File: src/rtl/mw_stage_ext_pkg.sv
// Shared definitions for the M->W pipeline register and its load-extension
// unit: load-type and writeback-source encodings, datapath width, default
// reset PC.
package mw_stage_ext_pkg;

  localparam int          DW_DEFAULT       = 32;
  localparam logic [31:0] RESET_PC_DEFAULT = 32'h0000_0000;

  // Load type carried in LoadOp
  localparam logic [2:0] LD_LW   = 3'd0;
  localparam logic [2:0] LD_LBU  = 3'd1;
  localparam logic [2:0] LD_LB   = 3'd2;
  localparam logic [2:0] LD_LHU  = 3'd3;
  localparam logic [2:0] LD_LH   = 3'd4;
  localparam logic [2:0] LD_NONE = 3'd5;  // 5..7 all mean "not a load"

  // Writeback source carried in WDSel
  localparam logic [1:0] WD_ALU  = 2'd0;
  localparam logic [1:0] WD_MEM  = 2'd1;
  localparam logic [1:0] WD_PC8  = 2'd2;
  localparam logic [1:0] WD_HILO = 2'd3;

endpackage

File: src/rtl/w_data_ext.sv
// Load data alignment and extension for the W stage (purely combinational).
// Ports:
//   Rdata    in  32  word read from data memory (word aligned)
//   off      in   2  byte offset within the word (address bits [1:0])
//   LoadOp   in   3  load type (LD_* encodings)
//   ExtData  out 32  aligned, zero/sign-extended load result
//   AlignErr out  1  access is misaligned for its size (not qualified by valid)
module w_data_ext
  import mw_stage_ext_pkg::*;
(
  input  logic [31:0] Rdata,
  input  logic [1:0]  off,
  input  logic [2:0]  LoadOp,
  output logic [31:0] ExtData,
  output logic        AlignErr
);

  logic [7:0]  byte_sel;
  logic [15:0] half_sel;

  always_comb begin
    byte_sel = 8'h00;
    case (off)
      2'd0: byte_sel = Rdata[7:0];
      2'd1: byte_sel = Rdata[15:8];
      2'd2: byte_sel = Rdata[23:16];
      2'd3: byte_sel = Rdata[31:24];
      default: byte_sel = 8'h00;
    endcase
  end

  // Only off[1] picks the half; off[0] only matters for the fault check.
  assign half_sel = off[1] ? Rdata[31:16] : Rdata[15:0];

  always_comb begin
    ExtData  = Rdata;
    AlignErr = 1'b0;
    case (LoadOp)
      LD_LW: begin
        ExtData  = Rdata;
        AlignErr = (off != 2'd0);
      end
      LD_LBU: ExtData = {24'h000000, byte_sel};
      LD_LB:  ExtData = {{24{byte_sel[7]}}, byte_sel};
      LD_LHU: begin
        ExtData  = {16'h0000, half_sel};
        AlignErr = off[0];
      end
      LD_LH: begin
        ExtData  = {{16{half_sel[15]}}, half_sel};
        AlignErr = off[0];
      end
      default: begin
        ExtData  = Rdata;
        AlignErr = 1'b0;
      end
    endcase
  end

endmodule

File: src/rtl/mw_stage_ext.sv
// M->W pipeline register with W-stage load extension and writeback select.
// Registers all M-stage results, then in W aligns/extends load data,
// picks the register-file write data and gates the write enable. Misaligned
// loads are flagged and never write the register file.
// Ports:
//   clk, reset            clock, synchronous active-high reset
//   M_stall, M_flush      hold W / insert a bubble into W (flush wins)
//   M_PC, M_Instr         instruction address and word in M
//   M_ALUout              ALU result, also the memory address
//   M_Rdata, M_HILO       raw DM word, HI/LO read value
//   M_LoadOp, M_WDSel     load type, writeback source
//   M_RegWrite, M_A3      register write request and destination
//   W_PC, W_Instr         registered PC and instruction
//   W_A3, W_RegWrite      final destination (0 if no write) and write enable
//   W_WD                  final write data (driven even when not writing)
//   W_AlignErr, W_valid   misaligned load in W, W holds a real instruction
module mw_stage_ext
  import mw_stage_ext_pkg::*;
#(
  parameter logic [31:0] RESET_PC = RESET_PC_DEFAULT,
  parameter int          DW       = DW_DEFAULT
) (
  input  logic          clk,
  input  logic          reset,
  input  logic          M_stall,
  input  logic          M_flush,
  input  logic [DW-1:0] M_PC,
  input  logic [DW-1:0] M_Instr,
  input  logic [DW-1:0] M_ALUout,
  input  logic [DW-1:0] M_Rdata,
  input  logic [DW-1:0] M_HILO,
  input  logic [2:0]    M_LoadOp,
  input  logic [1:0]    M_WDSel,
  input  logic          M_RegWrite,
  input  logic [4:0]    M_A3,
  output logic [DW-1:0] W_PC,
  output logic [DW-1:0] W_Instr,
  output logic [4:0]    W_A3,
  output logic          W_RegWrite,
  output logic [DW-1:0] W_WD,
  output logic          W_AlignErr,
  output logic          W_valid
);

  logic [DW-1:0] pc_reg, instr_reg, alu_reg, rdata_reg, hilo_reg;
  logic [2:0]    loadop_reg;
  logic [1:0]    wdsel_reg;
  logic          regwrite_reg;
  logic [4:0]    a3_reg;
  logic          valid_reg;

  always_ff @(posedge clk) begin
    if (reset || M_flush) begin
      // Bubble: LoadOp 0 with valid 0 cannot fault, WDSel 0 with ALUout 0
      // makes W_WD read 0.
      pc_reg       <= RESET_PC;
      instr_reg    <= '0;
      alu_reg      <= '0;
      rdata_reg    <= '0;
      hilo_reg     <= '0;
      loadop_reg   <= '0;
      wdsel_reg    <= '0;
      regwrite_reg <= 1'b0;
      a3_reg       <= '0;
      valid_reg    <= 1'b0;
    end else if (!M_stall) begin
      pc_reg       <= M_PC;
      instr_reg    <= M_Instr;
      alu_reg      <= M_ALUout;
      rdata_reg    <= M_Rdata;
      hilo_reg     <= M_HILO;
      loadop_reg   <= M_LoadOp;
      wdsel_reg    <= M_WDSel;
      regwrite_reg <= M_RegWrite;
      a3_reg       <= M_A3;
      valid_reg    <= 1'b1;
    end
  end

  logic [DW-1:0] ext_data;
  logic          ext_align_err;

  w_data_ext u_ext (
    .Rdata    (rdata_reg),
    .off      (alu_reg[1:0]),
    .LoadOp   (loadop_reg),
    .ExtData  (ext_data),
    .AlignErr (ext_align_err)
  );

  logic [DW-1:0] wd_next;

  always_comb begin
    wd_next = alu_reg;
    case (wdsel_reg)
      WD_ALU:  wd_next = alu_reg;
      WD_MEM:  wd_next = ext_data;
      WD_PC8:  wd_next = pc_reg + 32'd8;
      WD_HILO: wd_next = hilo_reg;
      default: wd_next = alu_reg;
    endcase
  end

  logic align_err, reg_write;

  assign align_err = valid_reg & ext_align_err;
  assign reg_write = valid_reg & regwrite_reg & (a3_reg != 5'd0) & ~align_err;

  assign W_PC       = pc_reg;
  assign W_Instr    = instr_reg;
  assign W_valid    = valid_reg;
  assign W_AlignErr = align_err;
  assign W_RegWrite = reg_write;
  // Zeroing A3 when not writing keeps forwarding/hazard compares clean.
  assign W_A3       = reg_write ? a3_reg : 5'd0;
  assign W_WD       = wd_next;

endmodule
File: config.mk
export PLATFORM = sky130hd
export DESIGN_NAME = mw_stage_ext
export DESIGN_NICKNAME = d
export VERILOG_FILES = /design/src/rtl/mw_stage_ext_pkg.sv /design/src/rtl/w_data_ext.sv /design/src/rtl/mw_stage_ext.sv
export SDC_FILE = /design/constraint.sdc
export NUM_CORES = 1
export LEC_CHECK = 0
export ABC_AREA = 1
export CAP_MARGIN = 20
export CORE_UTILIZATION = 30
export DETAILED_ROUTE_END_ITERATION = 8
export HOLD_SLACK_MARGIN = 0.15
export PLACE_DENSITY = 0.6
export SLEW_MARGIN = 20
export SYNTH_ARGS = -nofsm -noshare
export SYNTH_HDL_FRONTEND = slang
export SYNTH_SLANG_ARGS = --single-unit
File: constraint.sdc
create_clock -name clk -period 2.2 [get_ports clk]
set_input_delay 0.33 -clock clk [delete_from_list [all_inputs] [get_ports clk]]
set_output_delay 0.33 -clock clk [all_outputs]
set_load 0.01 [all_outputs]
==> results of run 1 <==
metal layers:
layer,GRT usage [%],share of wire (%),vias to the layer above
li1,-,-,4855
met5,0,0,-
met1,32.1,43,4563
met2,41.7,46,356
met4,8.97,3.1,0
met3,6.02,7.4,54
cells in the mapped netlist:
cell type / number / share of area, %
o21bai_1: 5 / 0.45
nand2_1: 449 / 20
dfxtp_1: 172 / 42
buf_1: 9 / 0.41
nand3_1: 62 / 3.7
ha_1: 1 / 0.15
o211ai_1: 8 / 0.72
nand2_4: 2 / 0.27
buf_4: 2 / 0.18
nor2_1: 120 / 5.4
nand2_2: 5 / 0.38
o21a_1: 1 / 0.091
nor2_2: 3 / 0.23
o21ai_0: 17 / 1.0
inv_2: 7 / 0.32
nor2_4: 4 / 0.54
a22oi_1: 1 / 0.091
a211oi_1: 51 / 4.6
nand3b_1: 4 / 0.36
buf_2: 21 / 1.3
o21ai_1: 2 / 0.12
o21ai_2: 1 / 0.11
clkinv_1: 1 / 0.045
nand3_2: 1 / 0.12
or2_2: 1 / 0.076
nand3_4: 1 / 0.21
clkbuf_1: 42 / 1.9
o22ai_1: 5 / 0.38
a21oi_1: 155 / 9.4
nand4_1: 23 / 1.7
buf_6: 1 / 0.14
inv_1: 70 / 3.2
a22o_1: 4 / 0.42
through the flow:
stage	hold WS [ps]	utilization, %	power, uW	setup WS, ps
after CTS	202	50.0	7890	-76.6
after global placement	444	45.2	4590	-258
final	220	51.2	7880	-140
after floorplan	441	-	3840	405
after detailed placement	447	45.2	4590	-251
after global routing	214	51.2	8170	-187
layout make-up:
| class | count | area [um^2] |
|---|---|---|
| inverters | 78 | 313 |
| well taps | 341 | 427 |
| diodes | 1 | 2.50 |
| clock inverters | 11 | 156 |
| flip-flops and latches | 172 | 3510 |
| repair buffers | 432 | 4030 |
| clock buffers | 20 | 457 |
| fillers | 2705 | 13200 |
| multi-input cells | 927 | 4940 |
where the power goes:
group / internal (uW) / switching (uW)
clock: 1860 / 1360
combinational: 688 / 672
sequential: 3220 / 82.0
total: 5770 / 2120
worst paths after layout:
kind,from,end,slack [ps],cells after the start
worst min register to register,W_Instr[29],W_Instr[29],450,2
worst max register to register,loadop_reg[2],loadop_reg[2],1040,5
worst max-delay path,loadop_reg[0],W_WD[9],-140,9
worst min-delay path,M_stall,wdsel_reg[1],220,3
worst min-delay path, cell delays in order:
cell and delay [ps]:
buf_6 150, nand2_1 70, a21oi_1 50
cell families after synthesis:
family	Yosys count	synth area share, %
AOI/OAI and AO/OA	250	17.4
DFF	172	41.6
adders and majority gates	1	0.151
buffers and inverters	153	7.43
and+or+nand+nor	675	33.5
what timing repair did:
action                     CTS  global route
setup endpoints to repair   39            39
pin swaps                   66            42
cloned                       2             0
resized for setup          364            73
buffers inserted            22             9
==> results summary, run 1 <==
The run finished, with violations left. The checks that failed: setup timing. The number of H-tree levels came out at 4. The total length of routed wires came out at 36,100 um.

The initial utilization of the core area, before any placement, comes to 30.7%. Adding up every negative setup slack in the final design gives -1810 ps. The fraction of layout instances using a drive strength above 1 is 25.5%. The floorplan step defined a die boundary enclosing 0.0283 mm^2. The leakage power summed over all cells is roughly 0.0054 uW. The longest clock path from root to sink contains 2 buffers.

The worst setup path is of the flop to output pin kind. Entering global routing, the biggest net connects 141 pins. Synthesis handed over a netlist of 1,251 instances. The area added between synthesis and finish came out at 67.0%. Leaving out fill and tap cells, the most frequent cells in the layout are nand2_1, clkdlybuf4s50_1, dfxtp_1. The category of the worst setup path capture point is an output pin.

The max capacitance violation total is 0. The number of top-level pins came out at about 280. The via count of the first global-routing pass is about 9,400. The count of non-filler cells in the finished layout is 1,982. Summed over all layers, the global routing overflow is 0. The peak supply drop is 0.429 mV.

The critical path data arrival time is ~2000 ps. The master of the slowest instance on the critical path is dfxtp_4. The stage delay of the slowest cell on the critical path is approximately 380 ps. The share of the cycle needed by the critical path after routing came out at 106%. The number of distinct library cells after synthesis came out at 33. The largest clock skew in the final design came out at 0 ps. The setup slack of the critical path after layout is -140 ps.

After synthesis the cells add up to 0.00828 mm^2. The placed wire-length estimate after detailed placement is 26,700 um. The Yosys step of the flow raised 0 warnings. The highest achievable clock rate came out at between 400 and 500 MHz. The design area is 0.0138 mm^2. The relative slew slack is 53.6%. After detailed routing, the number of remaining DRC violations is 0. The number of pins with negative max-slew slack in the final report came to 0. The total buffers and inverters traversed by the critical path came out at 2. Setup repair after global routing could not meet its margin everywhere. The initial antenna violation count came out at 0. The share of the Yosys chip area taken by registers is 41.6%. The global router's overall resource usage came out at around a quarter. The average via count per standard cell is 4.96. The die width came out at 168 um. The final weighted congestion in routability-driven placement came out at 0.953.

After clock tree synthesis, the clock-pin slew on the worst setup and hold paths is ~70 ps. The top fanout value on the critical path is 5. The number of synthesized register bits is around 170.

The clock tree from TritonCTS is done. The placed cell area is 0.0122 mm^2. Clock tree synthesis inserted a total of 17 buffers.

The average cell area after synthesis is 6.62 um^2. Walking the worst path, the cells encountered are nor2_4, nand2_4, nand2_8, nor2_4, buf_4, a21oi_1, o21ai_4, nand4_1, buf_2. For this block, the initial DRC count from the detailed router was 735. The floorplan step defined a core boundary enclosing about 0.027 mm^2. The data required time at the worst endpoint came out at about 1900 ps. The floorplan step set the die height to 168 um. The min-delay analysis places its worst path in the category input pin to flop. The cell family contributing the most delay on the critical path is simple AND/OR/NAND/NOR gates. The source-to-sink clock delay at the later pin of the worst-skew pair is ~430 ps. For the finished layout, the period the worst path requires is around 2300 ps. After detailed routing, the average wire length per cell comes to 18.2 um. The total of hold buffers inserted after clock tree synthesis is 0. The final-stage net count came out at approximately 1,800.

The buffer cell driving the clock tree root is clkbuf_16. CTS saw 172 sinks. At the pin with the least slew margin, the transition time is 695 ps. The number of routed nets with antenna violations came out at 0. The synthesized netlist net count is 1,427. The worst setup path is launched from a flop. The library cell used most frequently in the layout, excluding fill and tap cells, is nand2_1. The hold violation total from the final report came to 0. The total power density per cell area is 570 mW/mm^2.

The number of cells in the design after placement came out at 1,919. The quantity of I/O buffers inserted on ports is 278. After floorplanning, the core was divided into 60 placement rows. The setup-violating endpoint count in the final report is 30.

The length of the first detailed-routing pass in iterations came out at 5. The first-pass GRT wire length is 54,700 um. In this design, the critical path's most frequently occurring cell is nor2_4. The via total after detailed routing is between 9,000 and 10,000.
(Power assumes the default switching activity.)
==> inputs of run 2 (changes only) <==
--- a/config.mk
+++ b/config.mk
@@ -6,7 +6,8 @@
 export NUM_CORES = 1
 export LEC_CHECK = 0
 export ABC_AREA = 1
-export CAP_MARGIN = 20
+export CAP_MARGIN = 10
+export CORE_MARGIN = 8
 export CORE_UTILIZATION = 30
 export DETAILED_ROUTE_END_ITERATION = 8
 export HOLD_SLACK_MARGIN = 0.15
==> run 2 against run 1 <==
  * The flow still finishes with violations (setup timing)
  * Final cell count rose by 1.0%
  * Total power is 1.2% lower
  * Clock skew unchanged
  * Critical path depth increased by 2
  * First-iteration DRC count down 2.0%
  * Largest cell class unchanged
  * Maximum frequency decreased by 4.5%
  * Sequential power about the same
  * Clock power down 5%
  * Sequential cell count did not move
==> results summary, run 2 (synthesized netlist as in run 1, its figures left out) <==
The quantity of I/O buffers inserted on ports is 278 (unchanged). The fraction of layout instances using a drive strength above 1 is 24.2% (was 25.5%). The most frequent standard cell in the layout excluding fill and tap cells is nand2_1 (unchanged). The first-pass GRT wire length is 57,000 um (was 54,700 um).

The master of the slowest instance on the critical path is dfxtp_4 (unchanged). The category of the worst setup path capture point was an output pin (unchanged). The sum of overflow across all layers after global routing came out at 0 (unchanged). The pin count of the biggest net entering global routing came out at 86 (was 141). The final-layout fill cell count came out at 2,771 (was 2,705).

The placed wire-length estimate after detailed placement is 28,100 um (was 26,700 um). The via total after detailed routing came out at 9,888 (was 9,828). The hold violation total from the final report came out at 0 (unchanged). The transition time at the pin with the least slew margin is 809 ps (was 695 ps). The met2 layer usage reported by global route is 36.4% (was 41.7%).

The count of non-filler cells in the finished layout is 2,002 (was 1,982). The clock tree from TritonCTS is done (unchanged). The top fanout value on the critical path is 8 (was 5). The final antenna diode count is 0 (was 1).

The fraction of met1 tracks used by global routing came out at 27.2% (was 32.1%). The share of the cycle needed by the critical path after routing is 111% (was 106%). The highest achievable clock rate came to 408 MHz (was 427 MHz).

The largest clock skew in the final design is 0 ps (unchanged). The source-to-sink clock delay at the later pin of the worst-skew pair is 440 ps (was 430 ps). The relative slew slack came out at 46.0% (was 53.6%). The global router's overall resource usage came out at 22.1% (was 25.3%). The cell family contributing the most delay on the critical path is simple AND/OR/NAND/NOR gates (unchanged). The number of buffers created by CTS came out at 17 (unchanged). The number of pins with negative max-slew slack in the final report is 0 (unchanged). The initial antenna violation count came out at 2 (was 0). The effective utilization at floorplan is 30.2% (was 30.7%). The most congested layer reported by global routing is met2 (unchanged). The setup-violating endpoint count in the final report was 37 (was 30). The number of top-level pins came out at 279 (unchanged).

RSZ-0062 raised after global routing: true (unchanged). Run status: finished, violations left (unchanged). The number of clock sinks came out at 172 (unchanged). The total length of routed wires is 37,900 um (was 36,100 um). The setup slack of the critical path after layout came out at -250 ps (was -140 ps). The sequential standard cell area was 0.00351 mm^2 (about the same). The length of the first detailed-routing pass in iterations came to 7 (was 5). The final-stage net count came out at 1,820 (was 1,804). The minimum hold slack is 356 ps (was 220 ps).

The average via count per standard cell came out at 4.94 (was 4.96). Violated checks: setup timing (unchanged). The total buffers and inverters traversed by the critical path is 4 (was 2). The minimum clock period after layout came out at 2450 ps (was 2340 ps). The area taken by multi-input logic gates is 0.00477 mm^2 (was 0.00494 mm^2). The number of routed nets with antenna violations was 0 (unchanged).

Most used cells in the layout excluding fill and tap cells: nand2_1, clkdlybuf4s50_1, dfxtp_1 (unchanged). The number of rows created at floorplan was 61 (was 60). The data required time at the worst endpoint is 1870 ps (about the same). The critical path data arrival time came out at 2120 ps (was 2010 ps).

Cells along the critical path: buf_6, nor2_4, nand2_2, nand2_4, nor2_4, buf_6, buf_4, a21oi_1, nand2_2, nand4_1, buf_2 (was nor2_4, nand2_4, nand2_8, nor2_4, buf_4, a21oi_1, o21ai_4, nand4_1, buf_2). The number of remaining DRC errors is 0 (unchanged). The worst-case register-to-register setup slack came to 90 ps (was 1040 ps). The peak supply drop came out at 0.391 mV (was 0.429 mV).

The path category of the worst min-delay check is input pin to flop (unchanged). The detailed router's first-iteration violation count is 720 (was 735). The total die area was 0.0332 mm^2 (was 0.0283 mm^2). The via count of the first global-routing pass came to 9,710 (was 9,420). The clock tree buffer depth came out at 2 (unchanged).

The type of the worst setup path was flop to output pin (unchanged). The die width is 182 um (was 168 um). The max capacitance violation total came out at 0 (unchanged). The worst slack at placement is -299 ps (was -251 ps). The vertical die dimension is 182 um (was 168 um). The number of H-tree levels came out at 4 (unchanged). The number of cells in the design after placement was 1,925 (was 1,919). The final weighted congestion in routability-driven placement came out at 0.937 (was 0.953). The stage delay of the slowest cell on the critical path is 380 ps (about the same). The post-CTS clock slew at the launch and capture registers of the worst setup and hold paths is 80 ps (was 70 ps). The floorplan core area was 0.0275 mm^2 (was 0.0270 mm^2). The fraction of met3 tracks used by global routing came out at 6.88% (was 6.02%). The final routed wire length divided by cell count is 18.9 um (was 18.2 um). The buffer cell driving the clock tree root is clkbuf_16 (unchanged).

The leakage power summed over all cells came out at 0.00542 uW (about the same). The startpoint kind of the worst setup timing path is a flop (unchanged). The area added between synthesis and finish came out at 66.5% (was 67.0%). The total power density per cell area is 564 mW/mm^2 (was 570 mW/mm^2).
run 2: worst paths after layout:
kind,start,to,cells after the start
setup reg to reg,loadop_reg[0],loadop_reg[0],14
setup / recovery,loadop_reg[1],W_WD[22],11
hold reg to reg,W_Instr[29],W_Instr[29],2
hold / removal,M_stall,regwrite_reg,3
run 2: power breakdown:
part	leakage (uW)	internal (uW)	total (uW)	switching, uW
Sequential	0.00142	3210	3300	81.5
Clock	0.000269	1590	3060	1470
Combinational	0.00373	742	1430	690
run 2: what timing repair did:
item                       in CTS  in global routing
setup endpoints to repair      39                 39
pin swaps                      33                 48
hold buffers                    0                  0
cloned                          0                  2
setup buffers                  34                 18
resized for setup             281                120
hold endpoints to repair        0                  0
run 2: per-layer routing:
layer | wire length (um) | vias up | share of wire [%]
li1 | - | 4870 | -
met1 | 15900 | 4593 | 42
met2 | 17800 | 370 | 47
met3 | 3240 | 51 | 8.5
met4 | 882 | 4 | 2.3
met5 | 27 | - | 0.071
run 2: tightest hold or removal path: stages:
cell	delay, ps
buf_6	240
nand2_1	110
a21oi_1	50
run 2: final cells by class:
type                    count  area share, %
well taps                 346           3.14
multi-input cells         926           34.6
flip-flops and latches    172           25.4
clock inverters            13          0.980
repair buffers            449           30.5
inverters                  78           2.23
clock buffers              18           3.11
run 2: through the flow:
step / setup TNS, ps / utilization, % / area, um^2 / power, uW
after floorplan: 0 / - / 8280 / 3840
after global placement: -4990 / 44.5 / 12200 / 4600
after detailed placement: -5740 / 44.5 / 12200 / 4600
after CTS: -3910 / 48.2 / 13200 / 7690
after global routing: -8400 / 50.2 / 13800 / 8080
final: -5410 / 50.2 / 13800 / 7780
==> inputs of run 3 (changes only) <==
--- a/config.mk
+++ b/config.mk
@@ -5,13 +5,13 @@
 export SDC_FILE = /design/constraint.sdc
 export NUM_CORES = 1
 export LEC_CHECK = 0
-export ABC_AREA = 1
 export CAP_MARGIN = 10
 export CORE_MARGIN = 8
 export CORE_UTILIZATION = 30
 export DETAILED_ROUTE_END_ITERATION = 8
 export HOLD_SLACK_MARGIN = 0.15
 export PLACE_DENSITY = 0.6
+export SKIP_CTS_REPAIR_TIMING = 1
 export SLEW_MARGIN = 20
 export SYNTH_ARGS = -nofsm -noshare
 export SYNTH_HDL_FRONTEND = slang
==> run 3 against run 2 <==
  * The run still ends with setup timing left
  * Core utilization shrank 0.56 points
  * Die area shrank 0.47%
  * Via count shrank 21%
  * Routed wire length shrank 16%
  * Cell area shrank 3.0%
  * Sequential power is essentially flat
  * Critical path type unchanged
==> results summary, run 3 <==
Run status: finished, violations left (unchanged). Violated checks: setup timing (unchanged). The number of pins with negative max-slew slack in the final report is 0 (unchanged).

The top fanout value on the critical path came out at 7 (was 8). The highest achievable clock rate came out at 400 MHz (was 408 MHz). The clock tree buffer depth came out at 2 (unchanged).

The max capacitance violation total is 0 (unchanged). The share of the cycle needed by the critical path after routing is 114% (was 111%). The clock tree from TritonCTS is done (unchanged).

The minimum clock period after layout came out at 2500 ps (was 2450 ps). The start point of the critical path is alu_reg[1] (was loadop_reg[1]). Largest cells by area after synthesis: dfxtp_1, mux2i_1, nor2_1 (was dfxtp_1, nand2_1, a21oi_1). The number of remaining DRC errors came out at 0 (unchanged). The number of synthesized register bits came out at 172 (unchanged). The total length of routed wires is 31,700 um (was 37,900 um). RSZ-0062 raised after global routing: true (unchanged).

The sequential fraction of the synthesis area came out at 41.8% (was 41.6%). The placed wire-length estimate after detailed placement was 24,200 um (was 28,100 um). The final routed wire length divided by cell count is 19.6 um (was 18.9 um). The die width is 182 um (about the same). The critical hold path startpoint is M_stall (unchanged). The total power after layout came out at 7810 uW (was 7780 uW). The most frequent standard cell in the layout excluding fill and tap cells is clkdlybuf4s50_1 (was nand2_1).

The share of the synthesized area in the top cell type was 41.8% (was 41.6%). The internal cell power came to 5810 uW (was 5550 uW). The setup-violating endpoint count in the final report came out at 37 (unchanged). The relative slew slack is 74.3% (was 46.0%). The summed instance area of the synthesized netlist came out at 0.00824 mm^2 (was 0.00828 mm^2). The post-CTS clock slew at the launch and capture registers of the worst setup and hold paths came out at 70 ps (was 80 ps). The fraction of registers with async set/reset came to 0% (unchanged). The switching portion of total power is 25.6% (was 28.8%).

The via total after detailed routing was 7,817 (was 9,888). The quantity of I/O buffers inserted on ports is 278 (unchanged). The category of the worst setup path capture point is an output pin (unchanged). The source-to-sink clock delay at the later pin of the worst-skew pair is 430 ps (was 440 ps). The share of total power in combinational logic is 16.7% (was 18.4%).

The pin count of the biggest net entering global routing was 77 (was 86). The type of the worst setup path is flop to output pin (unchanged). The simple-gate area share of the yosys netlist is 18.7% (was 33.5%).

The end-of-flow core utilization is 49.6% (was 50.2%). The most used flip-flop cell after synthesis was dfxtp_1 (unchanged). The final-stage net count came out at 1,444 (was 1,820). The vertical die dimension came out at 182 um (about the same). The buffer cell driving the clock tree root is clkbuf_16 (unchanged).

The detailed router's first-iteration violation count is 432 (was 720). The worst slack at placement is -355 ps (was -299 ps). The number of rows created at floorplan is 60 (was 61).

The number of buffers created by CTS was 17 (unchanged). The number of cells in the design after placement came out at 1,572 (was 1,925). The switching component of the power came out at 2000 uW (was 2240 uW). The area added between synthesis and finish came out at 62.3% (was 66.5%). The leakage power summed over all cells is 0.00563 uW (was 0.00542 uW). Most instantiated cells after synthesis: nor2_1, mux2i_1, dfxtp_1, nand2_1, clkbuf_1 (was nand2_1, dfxtp_1, a21oi_1, nor2_1, inv_1). The fraction of layout instances using a drive strength above 1 came out at 24.4% (was 24.2%). The floorplan core area is 0.0270 mm^2 (was 0.0275 mm^2).

The final antenna diode count came out at 0 (unchanged). The share of power burned in the clock network came out at 41.2% (was 39.3%). The first-pass GRT wire length came to 47,300 um (was 57,000 um). The master of the slowest instance on the critical path was dfxtp_4 (unchanged). The initial antenna violation count is 0 (was 2). The number of distinct library cells after synthesis is 64 (was 33). The setup slack of the critical path after layout is -301 ps (was -250 ps). The number of instances on the worst hold path is 3 (unchanged).

The path category of the worst min-delay check is input pin to flop (unchanged). The total die area is 0.0330 mm^2 (was 0.0332 mm^2). The sum of overflow across all layers after global routing is 0 (unchanged). The area taken by multi-input logic gates came out at 0.00500 mm^2 (was 0.00477 mm^2).

The stage delay of the slowest cell on the critical path came out at 430 ps (was 380 ps). The sequential standard cell area came out at 0.00347 mm^2 (was 0.00351 mm^2). The average cell area after synthesis was 9.16 um^2 (was 6.62 um^2). The number of clock sinks came out at 172 (unchanged). The data required time at the worst endpoint is 1870 ps (about the same). The average via count per standard cell came out at 4.82 (was 4.94). The worst-case reg-to-reg path depth is 4 (was 14). The total of warnings raised by yosys came out at 0 (unchanged). Most used cells in the layout excluding fill and tap cells: clkdlybuf4s50_1, nor2_1, mux2i_1 (was nand2_1, clkdlybuf4s50_1, dfxtp_1). The number of H-tree levels came to 4 (unchanged). The global router's overall resource usage was 18.4% (was 22.1%).

The number of routed nets with antenna violations is 0 (unchanged). The effective utilization at floorplan came out at 30.6% (was 30.2%). The number of synthesized flops with an enable pin came out at 0 (unchanged). The critical path data arrival time is 2170 ps (was 2120 ps). Cells along the critical path: mux2i_4, a31oi_1, o211a_2, o221a_1, a221o_1, buf_6 (was buf_6, nor2_4, nand2_2, nand2_4, nor2_4, buf_6, buf_4, a21oi_1, nand2_2, nand4_1, buf_2). The beginning of the worst register-to-register path is wdsel_reg[0] (was loadop_reg[0]).

The number of top-level pins was 279 (unchanged). The peak supply drop is 0.461 mV (was 0.391 mV). The sequential cell fraction of total power is 42.2% (was 42.3%).

The XOR/XNOR share of the synthesized area came to 2.96% (was 0%). The portion of netlist area occupied by mux cells came out at 22.4% (was 0%). The share of synthesized cell area in full adder, half adder and majority cells was 0.152% (was 0.151%). The cell family contributing the most delay on the critical path is compound AO/OA/AOI/OAI gates (was simple AND/OR/NAND/NOR gates).

The startpoint kind of the worst setup timing path is a flop (unchanged). The via count of the first global-routing pass came to 7,917 (was 9,710). The number of standard cells after synthesis was 900 (was 1,251). The instance count on the critical path came out at 6 (was 11).

The largest clock skew in the final design is 0 ps (unchanged). The hold violation total from the final report is 0 (unchanged). The most area-hungry cell type in the Yosys netlist is dfxtp_1 (unchanged).

The transition time at the pin with the least slew margin is 386 ps (was 809 ps). The final-layout fill cell count is 2,542 (was 2,771). The leading cell type by number of instances after synthesis is nor2_1 (was nand2_1). The total power density per cell area is 584 mW/mm^2 (was 564 mW/mm^2). The total buffers and inverters traversed by the critical path was 1 (was 4). The final weighted congestion in routability-driven placement came out at 0.894 (was 0.937).

The compound-cell area share of the yosys netlist is 10.0% (was 17.4%). The count of non-filler cells in the finished layout came to 1,622 (was 2,002). The main combinational cell family by area after synthesis was multiplexers (was simple AND/OR/NAND/NOR gates). The length of the first detailed-routing pass in iterations is 4 (was 7). The synthesized netlist net count is 1,076 (was 1,427).
-- run 3: cell count changes in the layout (fill, tap and decap cells not counted), sizes merged, moves of 51 or more --
cell    change
mux2i     +182
nand3      -52
a211oi     -51
nor2       +81
inv        -71
nand2     -417
a21oi     -141
-- run 3: power by group through the flow --
| stage | clock network [uW] | logic (uW) | registers, uW |
|---|---|---|---|
| after floorplan | 0 | 525 | 3370 |
| after global placement | 0 | 1270 | 3360 |
| after detailed placement | 0 | 1280 | 3360 |
| after CTS | 3300 | 1280 | 3290 |
| after global routing | 3440 | 1400 | 3310 |
| final | 3210 | 1300 | 3290 |
-- run 3: path summary, 6_finish.rpt --
check,slack [ps],to
setup / recovery,-300,W_WD[11]
hold / removal,350,W_PC[14]
setup reg to reg,1100,wdsel_reg[0]
hold reg to reg,490,alu_reg[3]
-- run 3: stage by stage --
| step | cell area [um^2] | hold WS [ps] | TNS (ps) |
|---|---|---|---|
| floorplan | 8240 | 458 | 0 |
| global placement | 12100 | 468 | -8470 |
| detailed placement | 12100 | 482 | -9350 |
| CTS | 12700 | 341 | -27800 |
| global route | 13400 | 344 | -10150 |
| finish | 13400 | 347 | -6870 |
-- run 3: tightest hold or removal path, stage by stage --
cell and delay [ps]:
buf_8 190, mux2i_1 150, nor2_1 70
-- run 3: routing by layer --
metal  wire length, um  vias to the layer above  GRT usage [%]  part of all wire (%)
met5                 0                        -              0                     0
met4               583                        0           4.69                   1.8
met3              1960                       29           4.69                   6.2
met2             15500                      220           31.2                    49
met1             13700                     3685           22.9                    43
li1                  -                     3883              -                     -
-- run 3: area by class of cell --
class | instances | area share (%)
multi-input combinational | 656 | 37.4
timing repair buffer | 411 | 28.6
sequential | 172 | 25.9
clock buffer | 20 | 3.41
tap | 341 | 3.19
clock inverter | 12 | 1.21
inverter | 10 | 0.281
-- run 3: kinds of logic after synthesis --
family | after synthesis
simple gates | 330
mux | 184
flops | 172
compound gates | 114
buf+inv | 72
xor+xnor | 27
fa+ha+maj | 1
